File: config.mk
export PLATFORM = sky130hd
export DESIGN_NAME = instr_issue_ctrl_flat
export DESIGN_NICKNAME = d
export VERILOG_FILES = /design/src/rtl/instr_issue_ctrl_if.sv /design/src/rtl/instr_issue_ctrl.sv /design/src/flat_wrapper.sv
export SDC_FILE = /design/constraint.sdc
export NUM_CORES = 1
export LEC_CHECK = 0
export CORE_MARGIN = 3
export CORE_UTILIZATION = 55
export DETAILED_ROUTE_END_ITERATION = 10
export PLACE_DENSITY = 0.79
export SYNTH_ARGS = -nofsm -noshare
export SYNTH_HDL_FRONTEND = slang
export SYNTH_SLANG_ARGS = --single-unit
File: constraint.sdc
create_clock -name clk -period 3.2 [get_ports clk]
set_clock_uncertainty 0.05 [all_clocks]
set_input_delay 0.64 -clock clk [delete_from_list [all_inputs] [get_ports clk]]
set_output_delay 0.64 -clock clk [all_outputs]
set_load 0.005 [all_outputs]
File: src/rtl/instr_issue_ctrl_if.sv
// Host entry channel and CU run/done channel of the instruction issue controller.
// Host channel: an entry transfers on a rising clk edge where s_valid && s_ready;
// s_valid/s_instr/s_data must hold until then, and s_ready never depends on s_valid.
interface instr_issue_ctrl_if;
    logic        s_valid;
    logic        s_ready;
    logic [8:0]  s_instr;
    logic [15:0] s_data;
    logic        cu_run;
    logic [8:0]  cu_ir;
    logic [15:0] cu_din;
    logic        cu_done;

    modport master (
        output s_valid, s_instr, s_data, cu_done,
        input  s_ready, cu_run, cu_ir, cu_din
    );

    modport slave (
        input  s_valid, s_instr, s_data, cu_done,
        output s_ready, cu_run, cu_ir, cu_din
    );
endinterface

File: src/rtl/instr_issue_ctrl.sv
// Buffers host instruction/data pairs and runs the CU on them one at a time,
// with a one-cycle gap, illegal-opcode drop, run timeout and single-step gating.
module instr_issue_ctrl #(
    parameter int          DEPTH       = 4,
    parameter int          TIMEOUT     = 15,
    // Reset value of the retired counter; nonzero only for counter-wrap bring-up.
    parameter logic [15:0] RETIRED_RST = 16'h0000
) (
    input  logic                       clk,
    input  logic                       resetn,
    instr_issue_ctrl_if.slave          bus,
    input  logic                       step_en,
    input  logic                       step_go,
    input  logic                       err_clr,
    output logic                       busy,
    output logic [$clog2(DEPTH+1)-1:0] fifo_count,
    output logic [15:0]                retired,
    output logic                       illegal_err,
    output logic                       timeout_err,
    output logic [1:0]                 state_dbg
);
    localparam int          PW   = (DEPTH > 1) ? $clog2(DEPTH) : 1;
    localparam int          CW   = $clog2(DEPTH + 1);
    localparam logic [7:0]  TMAX = 8'(TIMEOUT - 1);

    typedef enum logic [1:0] {IDLE = 2'd0, ISSUE = 2'd1, GAP = 2'd2} state_t;

    state_t        state;
    logic [8:0]    ir_mem  [DEPTH];
    logic [15:0]   din_mem [DEPTH];
    logic [PW-1:0] wr_ptr;
    logic [PW-1:0] rd_ptr;
    logic [7:0]    timer;
    logic          step_tok;
    logic          push;
    logic          pop;
    logic          perm;
    logic [8:0]    head_ir;
    logic          head_legal;

    // No bypass: a full FIFO refuses the host even in a cycle that pops.
    assign bus.s_ready = (fifo_count < CW'(DEPTH));
    assign push        = bus.s_valid && bus.s_ready;
    assign perm        = !step_en || step_tok;
    assign head_ir     = ir_mem[rd_ptr];
    assign head_legal  = !head_ir[8];
    assign pop         = (state == IDLE) && (fifo_count != '0) && perm;
    assign state_dbg   = state;

    always_ff @(posedge clk) begin
        if (push) begin
            ir_mem[wr_ptr]  <= bus.s_instr;
            din_mem[wr_ptr] <= bus.s_data;
        end
    end

    always_ff @(posedge clk) begin
        if (!resetn) begin
            wr_ptr     <= '0;
            rd_ptr     <= '0;
            fifo_count <= '0;
        end else begin
            if (push) wr_ptr <= wr_ptr + PW'(1);
            if (pop)  rd_ptr <= rd_ptr + PW'(1);
            case ({push, pop})
                2'b10:   fifo_count <= fifo_count + CW'(1);
                2'b01:   fifo_count <= fifo_count - CW'(1);
                default: fifo_count <= fifo_count;
            endcase
        end
    end

    always_ff @(posedge clk) begin
        if (!resetn) begin
            state       <= IDLE;
            bus.cu_run  <= 1'b0;
            bus.cu_ir   <= '0;
            bus.cu_din  <= '0;
            busy        <= 1'b0;
            timer       <= '0;
            retired     <= RETIRED_RST;
            illegal_err <= 1'b0;
            timeout_err <= 1'b0;
            step_tok    <= 1'b0;
        end else begin
            // Later assignments below win, so a set event beats err_clr.
            if (err_clr) begin
                illegal_err <= 1'b0;
                timeout_err <= 1'b0;
            end
            if (!step_en)     step_tok <= 1'b0;
            else if (step_go) step_tok <= 1'b1;

            case (state)
                IDLE: begin
                    if (pop) begin
                        step_tok <= 1'b0;
                        if (head_legal) begin
                            bus.cu_ir  <= head_ir;
                            bus.cu_din <= din_mem[rd_ptr];
                            bus.cu_run <= 1'b1;
                            busy       <= 1'b1;
                            timer      <= '0;
                            state      <= ISSUE;
                        end else begin
                            illegal_err <= 1'b1;
                        end
                    end
                end
                ISSUE: begin
                    timer <= timer + 8'd1;
                    if (bus.cu_done) begin
                        retired    <= retired + 16'd1;
                        bus.cu_run <= 1'b0;
                        state      <= GAP;
                    end else if (timer == TMAX) begin
                        timeout_err <= 1'b1;
                        bus.cu_run  <= 1'b0;
                        state       <= GAP;
                    end
                end
                GAP: begin
                    busy  <= 1'b0;
                    state <= IDLE;
                end
                default: begin
                    bus.cu_run <= 1'b0;
                    busy       <= 1'b0;
                    state      <= IDLE;
                end
            endcase
        end
    end
endmodule
File: src/flat_wrapper.sv
// flat-port wrapper written by rule: the top's interface ports become plain ports
module instr_issue_ctrl_flat 
#(
    parameter int          DEPTH       = 4,
    parameter int          TIMEOUT     = 15,
                                                                                  
    parameter logic [15:0] RETIRED_RST = 16'h0000
)
  (clk, resetn, step_en, step_go, err_clr, busy, fifo_count, retired, illegal_err, timeout_err, state_dbg, bus_s_valid, bus_s_instr, bus_s_data, bus_cu_done, bus_s_ready, bus_cu_run, bus_cu_ir, bus_cu_din);
  instr_issue_ctrl_if bus_i ();
  input  logic clk;
  input  logic resetn;
  input  logic step_en;
  input  logic step_go;
  input  logic err_clr;
  output logic busy;
  output logic [$clog2(DEPTH+1)-1:0] fifo_count;
  output logic [15:0] retired;
  output logic illegal_err;
  output logic timeout_err;
  output logic [1:0] state_dbg;
  input wire logic [$bits(bus_i.s_valid)-1:0] bus_s_valid;
  input wire logic [$bits(bus_i.s_instr)-1:0] bus_s_instr;
  input wire logic [$bits(bus_i.s_data)-1:0] bus_s_data;
  input wire logic [$bits(bus_i.cu_done)-1:0] bus_cu_done;
  output wire logic [$bits(bus_i.s_ready)-1:0] bus_s_ready;
  output wire logic [$bits(bus_i.cu_run)-1:0] bus_cu_run;
  output wire logic [$bits(bus_i.cu_ir)-1:0] bus_cu_ir;
  output wire logic [$bits(bus_i.cu_din)-1:0] bus_cu_din;
  assign bus_i.s_valid = bus_s_valid;
  assign bus_i.s_instr = bus_s_instr;
  assign bus_i.s_data = bus_s_data;
  assign bus_i.cu_done = bus_cu_done;
  assign bus_s_ready = bus_i.s_ready;
  assign bus_cu_run = bus_i.cu_run;
  assign bus_cu_ir = bus_i.cu_ir;
  assign bus_cu_din = bus_i.cu_din;
  instr_issue_ctrl #(.DEPTH(DEPTH), .TIMEOUT(TIMEOUT), .RETIRED_RST(RETIRED_RST)) u_core (.clk(clk), .resetn(resetn), .bus(bus_i), .step_en(step_en), .step_go(step_go), .err_clr(err_clr), .busy(busy), .fifo_count(fifo_count), .retired(retired), .illegal_err(illegal_err), .timeout_err(timeout_err), .state_dbg(state_dbg));
endmodule
## After elaboration in Yosys (flattened, before gate mapping)

Memories as Yosys holds them, arrays and structs flattened. A register that Yosys moved wholly into a read port is not among the register bits.
Cells that the tools add are included.

- Memories kept: 2
- Output and inout bits: 51
- Word-level logic and storage cells: 79
- Register bits: 46
- RAM bits: 100

- Equal/unequal tests: 8
- Magnitude comparators: 1
- $add $sub $neg: 6
- Reductions and logical operators: 16
- Multiplexer cells: 31
- Bitwise logic cells: 3

Memories:

| name | depth | width | rd ports | clocked after Yosys merged registers in | wr ports | line | text |
|---|---|---|---|---|---|---|---|
| u_core.din_mem | 4 | 16 | 1 | 1 | 1 | instr_issue_ctrl.sv:30 | `logic [15:0] din_mem [DEPTH];` |
| u_core.ir_mem | 4 | 9 | 1 | 1 | 1 | instr_issue_ctrl.sv:29 | `logic [8:0] ir_mem [DEPTH];` |

Operators with widths:

| cell | number |
|---|---|
| two-way mux 1 bit | 18 |
| adder 16 x 1 -> 16 bit (second input constant) | 1 |
| two-way mux 8 bit | 2 |
| case mux 8 bit (2 select lines) | 1 |
| two-way mux 2 bit | 6 |
| AND reduction 3 bit | 4 |
| adder 8 x 1 -> 8 bit (second input constant) | 1 |
| == test 8 x 4 -> 1 bit (second input constant) | 1 |
| case mux 3 bit (2 select lines) | 1 |
| adder 2 x 1 -> 2 bit (second input constant) | 2 |
| == test 2 x 1 -> 1 bit (second input constant) | 2 |
| == test 2 bit (second input constant) | 2 |
| case mux 2 bit (2 select lines) | 1 |
| AND reduction 4 bit | 1 |
| nonzero test 2 bit | 2 |
| adder 3 x 1 -> 3 bit (second input constant) | 1 |
| logical AND 1 bit | 3 |
| less-than comparator 3 bit (second input constant) | 1 |
| inequality test 3 x 2 -> 1 bit (second input constant) | 1 |
| inverter 1 bit | 3 |
| case mux 1 bit (3 select lines) | 1 |
| nonzero test 3 bit | 1 |
| subtractor 3 x 1 -> 3 bit (second input constant) | 1 |
| logical NOT 1 bit | 2 |
| other kinds (6) | 6 |

## Depth between registers and ports, before layout

Gate-level depths: netlist of run 1.

- Depth in word-level cells: 5
- Mapped depth: 9
- Mapped depth without buffers: 8

## Worst setup path after synthesis of run 1

OpenSTA, ideal clock, no wires.

- Kind: input-to-reg
- Start point: input port step_en
- End point: register u_core.fifo_count[2]
- Data arrival time: 2.287 ns
- Slack: 0.792 ns
- Stages on the path: 8
- Data required time: 3.079 ns
- Library setup time: 0.071 ns
- Cells stage by stage: nor2b_1 -> nor3_2 -> ha_1 -> inv_1 -> fa_1 -> xor2_1 -> or3_1 -> a21oi_1

- Cells in the longest elaborated chain, start to end: 5
- Elaborated cells on any way between the ends: 7
- Classes of those cells: eq/ne: 2; mux: 1; reduce/logical: 4

RTL lines:

| item | line | text |
|---|---|---|
| start, declared | flat_wrapper.sv:13 | `input logic step_en;` |
| logical NOT 1 bit (*) | instr_issue_ctrl.sv:44 | `assign perm = !step_en \|\| step_tok;` |
| logical OR 1 bit (*) | instr_issue_ctrl.sv:44 |  |
| logical AND 1 bit (*) | instr_issue_ctrl.sv:47 | `assign pop = (state == IDLE) && (fifo_count != '0) && perm;` |
| net u_core.pop | instr_issue_ctrl.sv:36 | `logic pop;` |
| == test 2 x 1 -> 1 bit / == test 2 bit (equally long branches) | instr_issue_ctrl.sv:65 | `case ({push, pop})` |
| case mux 3 bit (2 select lines) / nonzero test 2 bit (equally long branches) | - |  |
| end signal, assigned | instr_issue_ctrl.sv:66 | `2'b10: fifo_count <= fifo_count + CW'(1);` |
| end signal, assigned | instr_issue_ctrl.sv:67 | `2'b01: fifo_count <= fifo_count - CW'(1);` |
| end signal, assigned | instr_issue_ctrl.sv:68 | `default: fifo_count <= fifo_count;` |
| end, declared | instr_issue_ctrl.sv:16 | `output logic [$clog2(DEPTH+1)-1:0] fifo_count,` |

Mark *: on every way through the listed nets, which the timed path passes. The rest lies on a longest branch.
A chain may end at the register's enable or synchronous reset.

## Worst setup path in the final report of run 1

Same ends and word-level chain as after synthesis.

==> run metrics, run 1 <==
CTS tree=built; Placement Cell Area=0.007380 mm^2; Sink Count=164; Site Rows=38; share of power burned in registers=0.450; GP Congestion=approximately 0.8; Final min period=2.563 ns; mux share of post-synthesis cell area=0.09365; P_sw=1.628 mW; final design utilization=0.7155; CP Launch Type=input pin; post-route ant nets=0; CP Cell Sequence=clkdlybuf4s50_1 > nor2b_1 > nor3_2 > ha_1 > inv_1 > fa_1 > xor2_1 > or3_1 > a21oi_1; initial antenna violation count=0; core area=between 0.01 and 0.015 mm^2; Clock Power Share=0.335; simple-gate portion of the synthesized area=0.1183; status=completed; Fillers=around 760; Comb power frac=0.214; first-pass GRT wire length=approximately 22 mm; reg-to-reg slack, setup=between 0.7 and 0.8 ns; DRC Markers=0; YS warnings=0; Req. time, crit path=between 3 and 4 ns; vias in the first global route=about 4,200; post-synthesis adder-cell area fraction=0.01865; Mapped Area=0.006440 mm^2; Vias=4,046; sequential cell area fraction in the yosys report=0.6652; met2 Use GR=0.3665; CP Data Arrival Time=2.84 ns; final slew viol count=0; post-detail-place hpwl=between 7 and 8 mm; critical path buffer and inverter count=2; period utilization=0.8009; asr flop ratio synth=0; Mapped Cells=466; most frequent cells in the layout=edfxtp_1 (100), clkdlybuf4s50_1 (80), dfxtp_1 (64); crit-path leading delay family=simple AND/OR/NAND/NOR gates; Layout area overhead=23.61%; WHS Endpoint=u_core.bus.cu_ir[3]; pin count of the biggest net entering global routing=a little under 60; GRT Max-Usage Layer=met2; port bufs=roughly 80; Layout Nets=593; Starting Density=0.5788; Compound-Gate Fraction of Synth Area=0.05751; full die area=0.01304 mm^2; H-tree depth=4; final setup TNS=0 ns; Power Density=749.0 mW/mm^2; Max VDD drop=between 0.5 and 0.6 mV; syn_nets=507; xor and xnor area share after synthesis=0.02040; Clk pin slew, worst setup/hold paths=0.06 ns; CTS buffer count=17; internal power=approximately 4.3 mW; initial detailed-routing violation count=334; Static Leakage=approximately 2.6 nW; RR Endpoint=u_core.fifo_count[2]; fmax=390.2 MHz; Hold Crit Start=u_core.bus.cu_ir[3]; Inserted Diodes=0; GR Overflow Total=0; reg2reg path depth=8; register bit total from synthesis=approximately 160; RSZ-0062 raised after global routing=no; RR Startpoint=u_core.state_dbg[0]; GR Util met3=0.06184; Setup crit end kind=flop; Max-slew headroom=0.3220; critical path depth=9; Ports=just over 80; Total Wirelength=13.00 mm; hold depth=2; Post-CTS Repair Setup Buffers=0; Skew-Pair Late Insertion Delay=0.42 ns; worst-margin pin slew=1.016 ns; EDFF count, synth=100; Top FF cell, synth=edfxtp_1; crit-path max FO=3; clock root buffer master=clkbuf_16; slowest CP cell=clkdlybuf4s50_1; design area=~0.0080 mm^2; count of final hold-check violations=0; met1 Use GR=0.2720; Multi-input gate area=0.001991 mm^2; combinational family with the most area after synthesis=simple AND/OR/NAND/NOR gates; min-delay worst type=flop to flop; Avg Inst Size Synth=13.82 um^2; CTS Hold Bufs=0; post-DR wirelength/cell=18.43 um; gr usage total=0.2176; first-pass detailed-route iteration total=4; Die W=approximately 110 um; # Max-Cap Violations=0; Max Buffers Root-to-Sink=2; Yosys cell types=50; crit path kind=input pin to flop; routed vias/inst=5.739; Slowest Stage Delay on Critical Path=roughly 0.46 ns; switching share of power=0.2730; most common cell after layout, fill and taps aside=edfxtp_1; post-cts gate resize count=0; Vert. Die Dim=roughly 110 um; count of final setup violators=0; layout cells sized above 1=0.1292; register area=roughly 0.0043 mm^2
[cell type report]
cell class,instances,share of cell area
inverters,13,0.006130
repair buffers,91,0.1107
well taps,140,0.02201
clock buffers,18,0.05391
clock inverters,14,0.01902
multi-input cells,265,0.2501
flip-flops and latches,164,0.5382
[per-layer routing]
metal	vias up	wire length [um]	part of all wire
met4	0	146	0.011
li1	1912	-	-
met2	144	6744	0.52
met1	1977	5216	0.40
met5	-	0	0
met3	13	888	0.068
[worst register-to-register path, delay by kind of cell, from the launching register on]
kind,cells,cell delay (ns)
buf+inv,1,0.07
compound gates,1,0.19
xor+xnor,1,0.16
simple gates,3,0.88
flops,1,0.41
fa+ha+maj,2,0.58
[cells by family after synthesis]
family	after synthesis
fa+ha+maj	9
xor+xnor	15
flops	164
compound gates	66
buf+inv	37
mux	29
simple gates	145
other cells	1
[how the worst max path moves through the flow]
stage / start / to / slack (ns)
global placement: step_en / u_core.fifo_count[2] / 0.36
detailed placement: step_en / u_core.fifo_count[2] / 0.26
floorplan: step_en / u_core.fifo_count[2] / 0.79
CTS: step_en / u_core.fifo_count[2] / 0.68
global route: step_en / u_core.fifo_count[2] / 0.58
finish: step_en / u_core.fifo_count[2] / 0.64
[per-stage QoR]
step | hold slack, ns | worst slack, ns | std cells | power, mW
finish | 0.4058 | 0.6370 | 705 | 5.962
global route | 0.4261 | 0.5794 | 705 | 6.244
CTS | 0.4124 | 0.6771 | 705 | 6.029
detailed placement | 0.4021 | 0.2574 | 673 | 4.010
global placement | 0.3896 | 0.3642 | 673 | 3.956
floorplan | 0.3947 | 0.7922 | 466 | 3.518
[power groups by stage]
stage          combinational, mW  sequential (mW)  clock (mW)
6_report                    1.28             2.68        2.00
4_1_cts                     1.31             2.69        2.03
2_1_floorplan              0.838             2.68           0
5_1_grt                     1.41             2.72        2.12
3_5_place_dp                1.28             2.73           0
3_3_place_gp                1.25             2.71           0
[cell usage after synthesis, drive strengths merged, types with 2 or more instances]
| cell type | instances | area, um^2 |
|---|---|---|
| edfxtp | 100 | 3003 |
| nand3 | 37 | 197.7 |
| or3 | 5 | 31.28 |
| nor2b | 4 | 25.02 |
| nor3 | 6 | 35.03 |
| nand4 | 5 | 31.28 |
| nand2 | 36 | 135.1 |
| o21ai | 35 | 175.2 |
| mux2i | 4 | 40.04 |
| ha | 8 | 100.1 |
| and3 | 3 | 18.77 |
| nor2 | 25 | 96.35 |
| clkbuf | 12 | 45.04 |
| nor4 | 5 | 52.55 |
| and2 | 5 | 31.28 |
| o31ai | 3 | 22.52 |
| a21oi | 16 | 80.08 |
| inv | 13 | 48.80 |
| xor2 | 6 | 52.55 |
| dfxtp | 64 | 1281 |
| a31oi | 4 | 25.02 |
| buf | 12 | 71.32 |
| mux4 | 25 | 563.0 |
| a211oi | 2 | 15.01 |
| xnor2 | 9 | 78.83 |
| nand2b | 7 | 43.79 |
[registers in the layout (all words and copies together) (netlist names), named ones only]
register            cells
u_core.timer            8
u_core.step_tok         1
u_core.timeout_err      1
u_core.bus.cu_din      16
u_core.din_mem         64
u_core.busy             1
u_core.fifo_count       3
u_core.bus.cu_ir        8
u_core.wr_ptr           2
u_core.rd_ptr           2
u_core.retired         16
u_core.bus.cu_run       1
u_core.illegal_err      1
u_core.ir_mem          36
u_core.state_dbg        2
Note: power is estimated with default switching activity, not from simulation.
==> run 2: changes to the inputs <==
clock period = 2.6 ns   (was 3.2 ns; I/O delays follow)
==> run 2 against run 1 <==
Register-to-register slack worse by 0.34 ns. Wire length rose by 1.5%. Clock-buffer cell count up 3. Largest cell class unchanged.
==> run metrics, run 2 (synthesized netlist as in run 1, its figures left out) <==
status=completed; max reg flops=64; Static Leakage=2.716 nW; Power Density=933.7 mW/mm^2; Ports=83; Final min period=around 2.3 ns; first-pass detailed-route iteration total=5; first-pass GRT wire length=about 22 mm; Vert. Die Dim=roughly 110 um; routed vias/inst=just under 6; Req. time, crit path=2.90 ns; crit-path max FO=2; Site Rows=38; Clk pin slew, worst setup/hold paths=0.06 ns; post-cts gate resize count=0; worst-margin pin slew=0.5096 ns; Skew-Pair Late Insertion Delay=roughly 0.42 ns; initial antenna violation count=0; clock root buffer master=clkbuf_16; layout cells sized above 1=0.1434; CTS tree=built; Vias=roughly 4,200; Layout Nets=roughly 610; post-detail-place hpwl=around 8.3 mm; most common cell after layout, fill and taps aside=edfxtp_1; final design utilization=0.7311; vias in the first global route=about 4,300; worst hold margin=0.3985 ns; full die area=between 0.01 and 0.015 mm^2; Max-slew headroom=0.6577; DRC Markers=0; CTS buffer count=17; pin count of the biggest net entering global routing=44; Total Wirelength=about 13 mm; GR Overflow Total=0; gr usage total=0.2165; count of final setup violators=0; Post-CTS Repair Setup Buffers=0; count of final hold-check violations=0; register area=0.004284 mm^2; core area=0.01113 mm^2; min-delay worst type=flop to flop; GP Congestion=0.7600; Inserted Diodes=0; final slew viol count=0; post-DR wirelength/cell=roughly 18 um; Setup crit end kind=flop; CTS Hold Bufs=0; port bufs=81; RSZ-0062 raised after global routing=no; setup ws final=approximately 0.29 ns; Sink Count=around 160; crit path kind=input pin to flop; Die W=114.2 um; Fillers=around 730; post-route ant nets=0; period utilization=0.8889; Starting Density=0.5788; most flop-heavy register=u_core.din_mem; H-tree depth=4; most frequent cells in the layout=edfxtp_1 (100), clkdlybuf4s50_1 (80), dfxtp_1 (64); Max VDD drop=about 0.76 mV; Max Buffers Root-to-Sink=2; initial detailed-routing violation count=400; # Max-Cap Violations=0; fmax=between 400 and 500 MHz; CP Launch Type=input pin; Multi-input gate area=~0.002 mm^2; Layout area overhead=26.31%; top flop regs=u_core.din_mem (64), u_core.ir_mem (36); pre-CTS WS=-0.09415 ns; CP Data Arrival Time=~2.6 ns
run 2: cell count changes in the layout (fill, tap and decap cells not counted), sizes merged:
cell | before | now
inv | 19 | 14
clkbuf | 18 | 21
bufinv | 2 | 5
buf | 11 | 25
clkinvlp | 2 | 1
run 2: cell type report:
cell class                 count  share of cell area
tap                          140             0.02154
timing repair buffer         105              0.1243
inverter                      13            0.005999
clock buffer                  21             0.05415
sequential                   164              0.5267
multi-input combinational    265              0.2447
clock inverter                11             0.02261
run 2: metal layers:
layer | vias up | global-route usage | wire length, um
met5 | - | 0 | 0
li1 | 1935 | - | -
met1 | 2068 | 0.2633 | 5280
met4 | 0 | 0.07759 | 136
met2 | 153 | 0.3681 | 6887
met3 | 16 | 0.06501 | 892
run 2: worst max-delay path, stage by stage:
cell             delay (ns)
clkdlybuf4s50_1        0.46
nor2b_1                0.20
nor3_2                 0.19
ha_1                   0.20
inv_1                  0.06
fa_1                   0.37
xor2_1                 0.16
or3_1                  0.30
a21oi_1                0.15
run 2: through the flow:
| step | area (um^2) | total power [mW] | TNS, ns | instances |
|---|---|---|---|---|
| after floorplan | 6440 | 4.330 | 0 | 466 |
| after global placement | 7510 | 4.938 | -0.06092 | 687 |
| after detailed placement | 7510 | 5.002 | -0.09415 | 687 |
| after CTS | 8134 | 7.665 | 0 | 719 |
| after global routing | 8134 | 7.945 | 0 | 719 |
| final | 8134 | 7.595 | 0 | 719 |
run 2: power by group:
group	switching (mW)	leakage, nW	total [mW]	internal, mW
registers	0.162	1.44	3.28	3.12
logic	0.826	0.980	1.67	0.848
clock network	0.946	0.301	2.64	1.70
total	1.93	2.72	7.59	5.66
run 2: final timing paths:
check                                         start                   end  slack (ns)  cells past startpoint
worst min-delay path            u_core.bus.cu_ir[5]   u_core.bus.cu_ir[5]        0.40                      2
worst max register to register  u_core.state_dbg[1]  u_core.fifo_count[2]        0.43                      8
worst max-delay path                        step_en  u_core.fifo_count[2]        0.29                      9
worst min register to register  u_core.bus.cu_ir[5]   u_core.bus.cu_ir[5]        0.40                      2
==> run 3: changes to the inputs <==
CAP_MARGIN = 25   (was default)
CTS_CLUSTER_DIAMETER = 100   (was default)
==> results of run 3 <==
The final DEF is identical to that of run 2; final timing and power are the same.
